File: src/rtl/icache_ctrl_if.sv
// Instruction cache bus bundle.
// Groups the datapath-side request/response signals, the memory-side read
// port and the miss counter.
//   master : datapath + instruction memory side (drives requests and fill data)
//   slave  : the cache controller
interface icache_ctrl_if;
    logic        imemREN;    // datapath read request
    logic [31:0] imemaddr;   // datapath byte address
    logic        ihit;       // word valid on imemload this cycle
    logic [31:0] imemload;   // instruction word to datapath
    logic        iREN;       // memory read request
    logic [31:0] iaddr;      // memory word address
    logic        iwait;      // memory busy, low = iload valid
    logic [31:0] iload;      // memory read data
    logic [31:0] miss_count; // misses since reset

    modport master (
        output imemREN, imemaddr, iwait, iload,
        input  ihit, imemload, iREN, iaddr, miss_count
    );

    modport slave (
        input  imemREN, imemaddr, iwait, iload,
        output ihit, imemload, iREN, iaddr, miss_count
    );
endinterface

File: src/rtl/icache_ctrl.sv
// Direct-mapped, one-word-per-frame, read-only instruction cache controller.
// Ports:
//   CLK  - single clock, rising edge
//   RST  - synchronous active-high reset
//   bus  - icache_ctrl_if.slave: datapath request/response, memory read
//          port and the saturating miss counter
// Address split: [1:0] byte offset (ignored), [IDXW+1:2] index, rest tag.
//
// state | meaning
// IDLE  | serve hits combinationally; a miss latches the address
// FETCH | read latched word from memory until iwait drops, then fill
module icache_ctrl #(
    parameter int NFRAMES = 16
) (
    input  logic         CLK,
    input  logic         RST,
    icache_ctrl_if.slave bus
);
    localparam int IDXW = $clog2(NFRAMES);
    localparam int TAGW = 32 - IDXW - 2;

    typedef enum logic {IDLE, FETCH} state_t;

    state_t state, state_next;

    logic [NFRAMES-1:0] valid;
    logic [TAGW-1:0]    tag_mem  [NFRAMES];
    logic [31:0]        data_mem [NFRAMES];

    logic [31:0] miss_addr;
    logic [31:0] miss_count;

    logic [IDXW-1:0] req_idx;
    logic [TAGW-1:0] req_tag;
    logic [IDXW-1:0] fill_idx;
    logic [TAGW-1:0] fill_tag;

    logic        miss_en;
    logic        fill_en;
    logic        hit;
    logic [31:0] load;
    logic        ren;
    logic [31:0] raddr;

    assign req_idx  = bus.imemaddr[IDXW+1:2];
    assign req_tag  = bus.imemaddr[31:IDXW+2];
    assign fill_idx = miss_addr[IDXW+1:2];
    assign fill_tag = miss_addr[31:IDXW+2];

    always_ff @(posedge CLK) begin
        if (RST) begin
            state      <= IDLE;
            valid      <= '0;
            miss_addr  <= '0;
            miss_count <= '0;
        end else begin
            state <= state_next;
            if (miss_en) begin
                miss_addr <= {bus.imemaddr[31:2], 2'b00};
                if (miss_count != 32'hFFFF_FFFF)
                    miss_count <= miss_count + 32'd1;
            end
            if (fill_en)
                valid[fill_idx] <= 1'b1;
        end
    end

    // Tag/data need no reset; valid bits guard them. A reset in FETCH
    // must still suppress the fill.
    always_ff @(posedge CLK) begin
        if (fill_en && !RST) begin
            tag_mem[fill_idx]  <= fill_tag;
            data_mem[fill_idx] <= bus.iload;
        end
    end

    always_comb begin
        state_next = state;
        miss_en    = 1'b0;
        fill_en    = 1'b0;
        hit        = 1'b0;
        load       = 32'h0;
        ren        = 1'b0;
        raddr      = 32'h0;
        case (state)
            IDLE: begin
                if (bus.imemREN) begin
                    if (valid[req_idx] && (tag_mem[req_idx] == req_tag)) begin
                        hit  = 1'b1;
                        load = data_mem[req_idx];
                    end else begin
                        miss_en    = 1'b1;
                        state_next = FETCH;
                    end
                end
            end
            FETCH: begin
                // a redirect of imemaddr here is ignored; IDLE re-evaluates it
                ren   = 1'b1;
                raddr = miss_addr;
                if (!bus.iwait) begin
                    fill_en    = 1'b1;
                    state_next = IDLE;
                end
            end
            default: state_next = IDLE;
        endcase
    end

    // Outputs are forced quiet while reset is held.
    assign bus.ihit       = hit  & ~RST;
    assign bus.imemload   = RST ? 32'h0 : load;
    assign bus.iREN       = ren  & ~RST;
    assign bus.iaddr      = RST ? 32'h0 : raddr;
    assign bus.miss_count = RST ? 32'h0 : miss_count;
endmodule

File: src/flat_wrapper.sv
// flat-port wrapper written by rule: the top's interface ports become plain ports
module icache_ctrl_flat 
#(
    parameter int NFRAMES = 16
)
  (CLK, RST, bus_imemREN, bus_imemaddr, bus_iwait, bus_iload, bus_ihit, bus_imemload, bus_iREN, bus_iaddr, bus_miss_count);
  icache_ctrl_if bus_i ();
  input  logic CLK;
  input  logic RST;
  input wire logic [$bits(bus_i.imemREN)-1:0] bus_imemREN;
  input wire logic [$bits(bus_i.imemaddr)-1:0] bus_imemaddr;
  input wire logic [$bits(bus_i.iwait)-1:0] bus_iwait;
  input wire logic [$bits(bus_i.iload)-1:0] bus_iload;
  output wire logic [$bits(bus_i.ihit)-1:0] bus_ihit;
  output wire logic [$bits(bus_i.imemload)-1:0] bus_imemload;
  output wire logic [$bits(bus_i.iREN)-1:0] bus_iREN;
  output wire logic [$bits(bus_i.iaddr)-1:0] bus_iaddr;
  output wire logic [$bits(bus_i.miss_count)-1:0] bus_miss_count;
  assign bus_i.imemREN = bus_imemREN;
  assign bus_i.imemaddr = bus_imemaddr;
  assign bus_i.iwait = bus_iwait;
  assign bus_i.iload = bus_iload;
  assign bus_ihit = bus_i.ihit;
  assign bus_imemload = bus_i.imemload;
  assign bus_iREN = bus_i.iREN;
  assign bus_iaddr = bus_i.iaddr;
  assign bus_miss_count = bus_i.miss_count;
  icache_ctrl #(.NFRAMES(NFRAMES)) u_core (.CLK(CLK), .RST(RST), .bus(bus_i));
endmodule
File: config.mk
export PLATFORM = sky130hd
export DESIGN_NAME = icache_ctrl_flat
export DESIGN_NICKNAME = d
export VERILOG_FILES = /design/src/rtl/icache_ctrl_if.sv /design/src/rtl/icache_ctrl.sv /design/src/flat_wrapper.sv
export SDC_FILE = /design/constraint.sdc
export NUM_CORES = 1
export LEC_CHECK = 0
export ABC_AREA = 1
export BUFFER_PORTS_ARGS = -buffer_cell sky130_fd_sc_hd__buf_2
export CORE_MARGIN = 2
export CORE_UTILIZATION = 24
export CTS_CLUSTER_SIZE = 14
export DETAILED_ROUTE_END_ITERATION = 10
export MAX_ROUTING_LAYER = met4
export PLACE_DENSITY = 0.35
export SETUP_SLACK_MARGIN = 0.5
export SLEW_MARGIN = 40
export SYNTH_ARGS = -nofsm -noshare
export SYNTH_HDL_FRONTEND = slang
export SYNTH_SLANG_ARGS = --single-unit
File: constraint.sdc
create_clock -name CLK -period 5.45 [get_ports CLK]
set_input_delay 0 -clock CLK [delete_from_list [all_inputs] [get_ports CLK]]
set_output_delay 0 -clock CLK [all_outputs]
set_load 0.02 [all_outputs]
==> run_results.csv <==
group,metric,value,unit
timing,fin_setup_tns,0,ns
critical_path,cpPeakStageDelay,0.57,ns
cells_and_area,nNetsFinal,4031,
synth,ys_seq_elements,1007,
clocking,clk_latency,0.75,ns
status,status,"finished, violations left",
place,gp_congestion,0.752,
drt,drtAntennaViolNets,0,
synth,ys_warn_count,0,
timing,rsz0062_at_grt,"no",
critical_path,end_kind,"primary output",
drt,drc,0,
synth,yosysTopAreaCell,"edfxtp_1",
drt,routed_via_density,4.46,
clocking,cts_tree,"done",
min_path,hold_depth,4,
critical_path,crit_family,"buffers and inverters",
flow_run,cap_violations,0,
min_path,hold_path_class,"in -> reg",
timing,slew_headroom,0.443,
grt,antenna_found_initial,8,
synth,postSynth.asyncResetShare,0,
synth,synth_top_family_by_area,"simple AND/OR/NAND/NOR gates",
synth,yosysSeqAreaShare,0.701,
die,core_area,174000,um2
critical_path,crit_type,"in -> out",
pwr,ir_drop,0.000263,V
status,violations,"negative hold slack",
synth,synth_cell_types,34,
cells_and_area,multi_input_area,10500,um2
synth,synthXorXnorAreaFrac,0.000209,
grt,gr-usage-met1,0.211,
drt,vias,28500,
drt,dr.pass1.iters,4,
critical_path,cpMostUsedCell,"nor2_1",
grt,overflow,0,
grt,use_met2,0.260,
synth,synth_area_leaders,"edfxtp_1 66%, nand2_1 8.3%, dfxtp_1 3.8%",
clocking,cts_max_path_buffers,3,
timing,worstMarginPinSlew,0.834,ns
min_path,min_from,"bus_imemaddr[2]",
timing,holdWs,-0.0154,ns
critical_path,arrival,3.61,ns
place,portBuffers,161,
synth,synth-compound-area-share,0.0828,
timing,min_period,3.61,ns
timing,finalSetupViolCount,0,
critical_path,path_cells,"dlygate4sd3_1 > buf_2 > inv_4 > nand3_1 > nand3_1 > nand2_1 > nor2_1 > nand4_1 > nor2_1 > nand2_1 > nor2_1 > nand3_2 > buf_4 > nor2_1 > buf_2",
clocking,post_cts_buffers,0,
clocking,clock-sinks,1007,
timing,clock_skew,0.0457,ns
timing,finalMaxSlewViolations,0,
critical_path,worstPathMaxFanout,38,
drt,wl_per_cell,22.0,um
timing,finalHoldViolCount,1,
die,ioPinCount,166,
cells_and_area,drive_above_1_share,0.105,
synth,synth_common_cells,"930 x nand2_1, 928 x edfxtp_1, 397 x nor2_1, 286 x nand3_1, 266 x inv_1",
critical_path,critPathBufInv,5,
synth,synth_fa_ha_area_frac,0.000298,
clocking,clockRootBuffer,"clkbuf_16",
drt,wl,140000,um
synth,synth.area.mux_share,0,
critical_path,cp-startpoint,"bus_imemaddr[5]",
clocking,htree_num_levels,3,
cells_and_area,syn_to_final_growth,19.2,%
die,start_util,0.242,
grt,met3_usage,0.0209,
critical_path,cp.required,5.45,ns
synth,synth_top_area_frac,0.663,
die,die_h,422,um
pwr,p_per_area,345,nW/um2
clocking,cts-resized-gates,0,
synth,synth_most_common_cell,"nand2_1",
place,dp_hpwl,74200,um
critical_path,critPathSlowestCell,"dlygate4sd3_1",
synth,synthesis.area,42000,um2
synth,synthFlopType,"edfxtp_1",
synth,synth-edff-count,928,
critical_path,ff2ff_path_depth,17,
die,die_x,422,um
grt,grt_usage,0.159,
critical_path,crit_cells,15,
grt,grt_pass1_wl,203000,um
timing,clock.fmax,277,MHz
synth,syn_inst,3772,
clocking,clk_pin_slew,0.06,ns
grt,grt_busiest_layer,"met2",
pwr,leakage,18.2,nW
clocking,cts_inserted_buffers,116,
cells_and_area,fillCellCount,18200,
die,die_area,178000,um2
critical_path,start_kind,"input port",
critical_path,reg2reg_from,"u_core.tag_mem[2][1]",
grt,grt_max_degree,135,
cells_and_area,regArea,29400,um2
timing,fin_crit_sh,0.662,
grt,grt_pass1_vias,27800,
die,rows,153,
synth,synth_area_per_cell,11.1,um2
drt,first_iter_violations,1866,
synth,synth-simple-area-share,0.163,
cells_and_area,fin_util,0.288,
==> sequential cells by signal (all words and copies together), names as in the netlist <==
signal             count
u_core.valid          16
u_core.miss_addr      30
u_core.state           1
u_core.miss_count     32
u_core.tag_mem       416
u_core.data_mem      512
==> through the flow <==
stage          hold WS (ns)  instances  worst slack, ns  power [mW]  area [um2]
2_1_floorplan        0.0989       3773             1.15        9.34       42000
3_3_place_gp          0.305       6094             1.25        9.80       45500
3_5_place_dp          0.299       6102             1.67        9.80       45700
4_1_cts              0.0201       6379             1.79        17.6       50100
5_1_grt              0.0690       6383             1.60        17.9       50100
6_report            -0.0154       6385             1.84        17.3       50100
==> path summary, 6_finish.rpt <==
check	to	slack [ns]
min reg2reg	u_core.valid[12]	0.46
min	u_core.miss_addr[2]	-0.02
max	bus_imemload[3]	1.84
max reg2reg	u_core.miss_addr[30]	2.34
==> cell usage in the layout (no fill, tap or decap), types with 6 or more instances in the layout <==
master and n:
clkinv_1 34, o21ai_0 65, diode_2 6, buf_2 157, nand2_1 930, dlygate4sd3_1 67, a21oi_1 256, o211ai_1 31
o31ai_1 30, nor3_1 10, buf_8 6, o21ai_1 52, clkbuf_1 24, nor2_1 380, nand3_1 286, bufinv_16 7
a221oi_1 118, buf_6 6, nand4_1 48, buf_12 19, buf_4 49, inv_1 266, clkinv_2 14, o22ai_1 9
clkbuf_8 7, edfxtp_1 928, clkbuf_16 117, dfxtp_1 78, nor2_4 17
==> cell type report <==
| class | instances | share of cell area |
|---|---|---|
| diodes | 6 | 0.000300 |
| clock buffers | 148 | 0.0622 |
| clock inverters | 62 | 0.0113 |
| inverters | 273 | 0.0213 |
| multi-input cells | 2257 | 0.210 |
| flip-flops and latches | 1007 | 0.588 |
| well taps | 2325 | 0.0581 |
| repair buffers | 307 | 0.0488 |
==> tightest hold or removal path, stage by stage <==
cell	delay (ns)
buf_8	0.16
buf_12	0.21
o21ai_1	0.20
nor2_1	0.05
==> where the power goes <==
group / total (mW) / switching, mW / internal [mW]
registers: 8.60 / 0.0933 / 8.51
logic: 1.05 / 0.761 / 0.291
clock network: 7.64 / 3.29 / 4.35
total: 17.3 / 4.14 / 13.2
==> cell families after synthesis <==
family / after synthesis
fa+ha+maj: 1
buf+inv: 509
compound gates: 569
flops: 1007
other cells: 1
xor+xnor: 1
simple gates: 1684
==> layer usage <==
metal  share of wire  wire length (um)  vias up
li1                -                 -    13600
met1            0.47             66000    14300
met2            0.48             67700      422
met3           0.028              3900      157
met4           0.019              2630        0
met5               0                 0        -
==> repair_timing <==
action | 4_1_cts | 5_1_grt
endpoints found under the hold margin | 583 | 0
endpoints found under the setup margin | 0 | 0
hold buffers | 67 | 0
(Power assumes the default switching activity.)
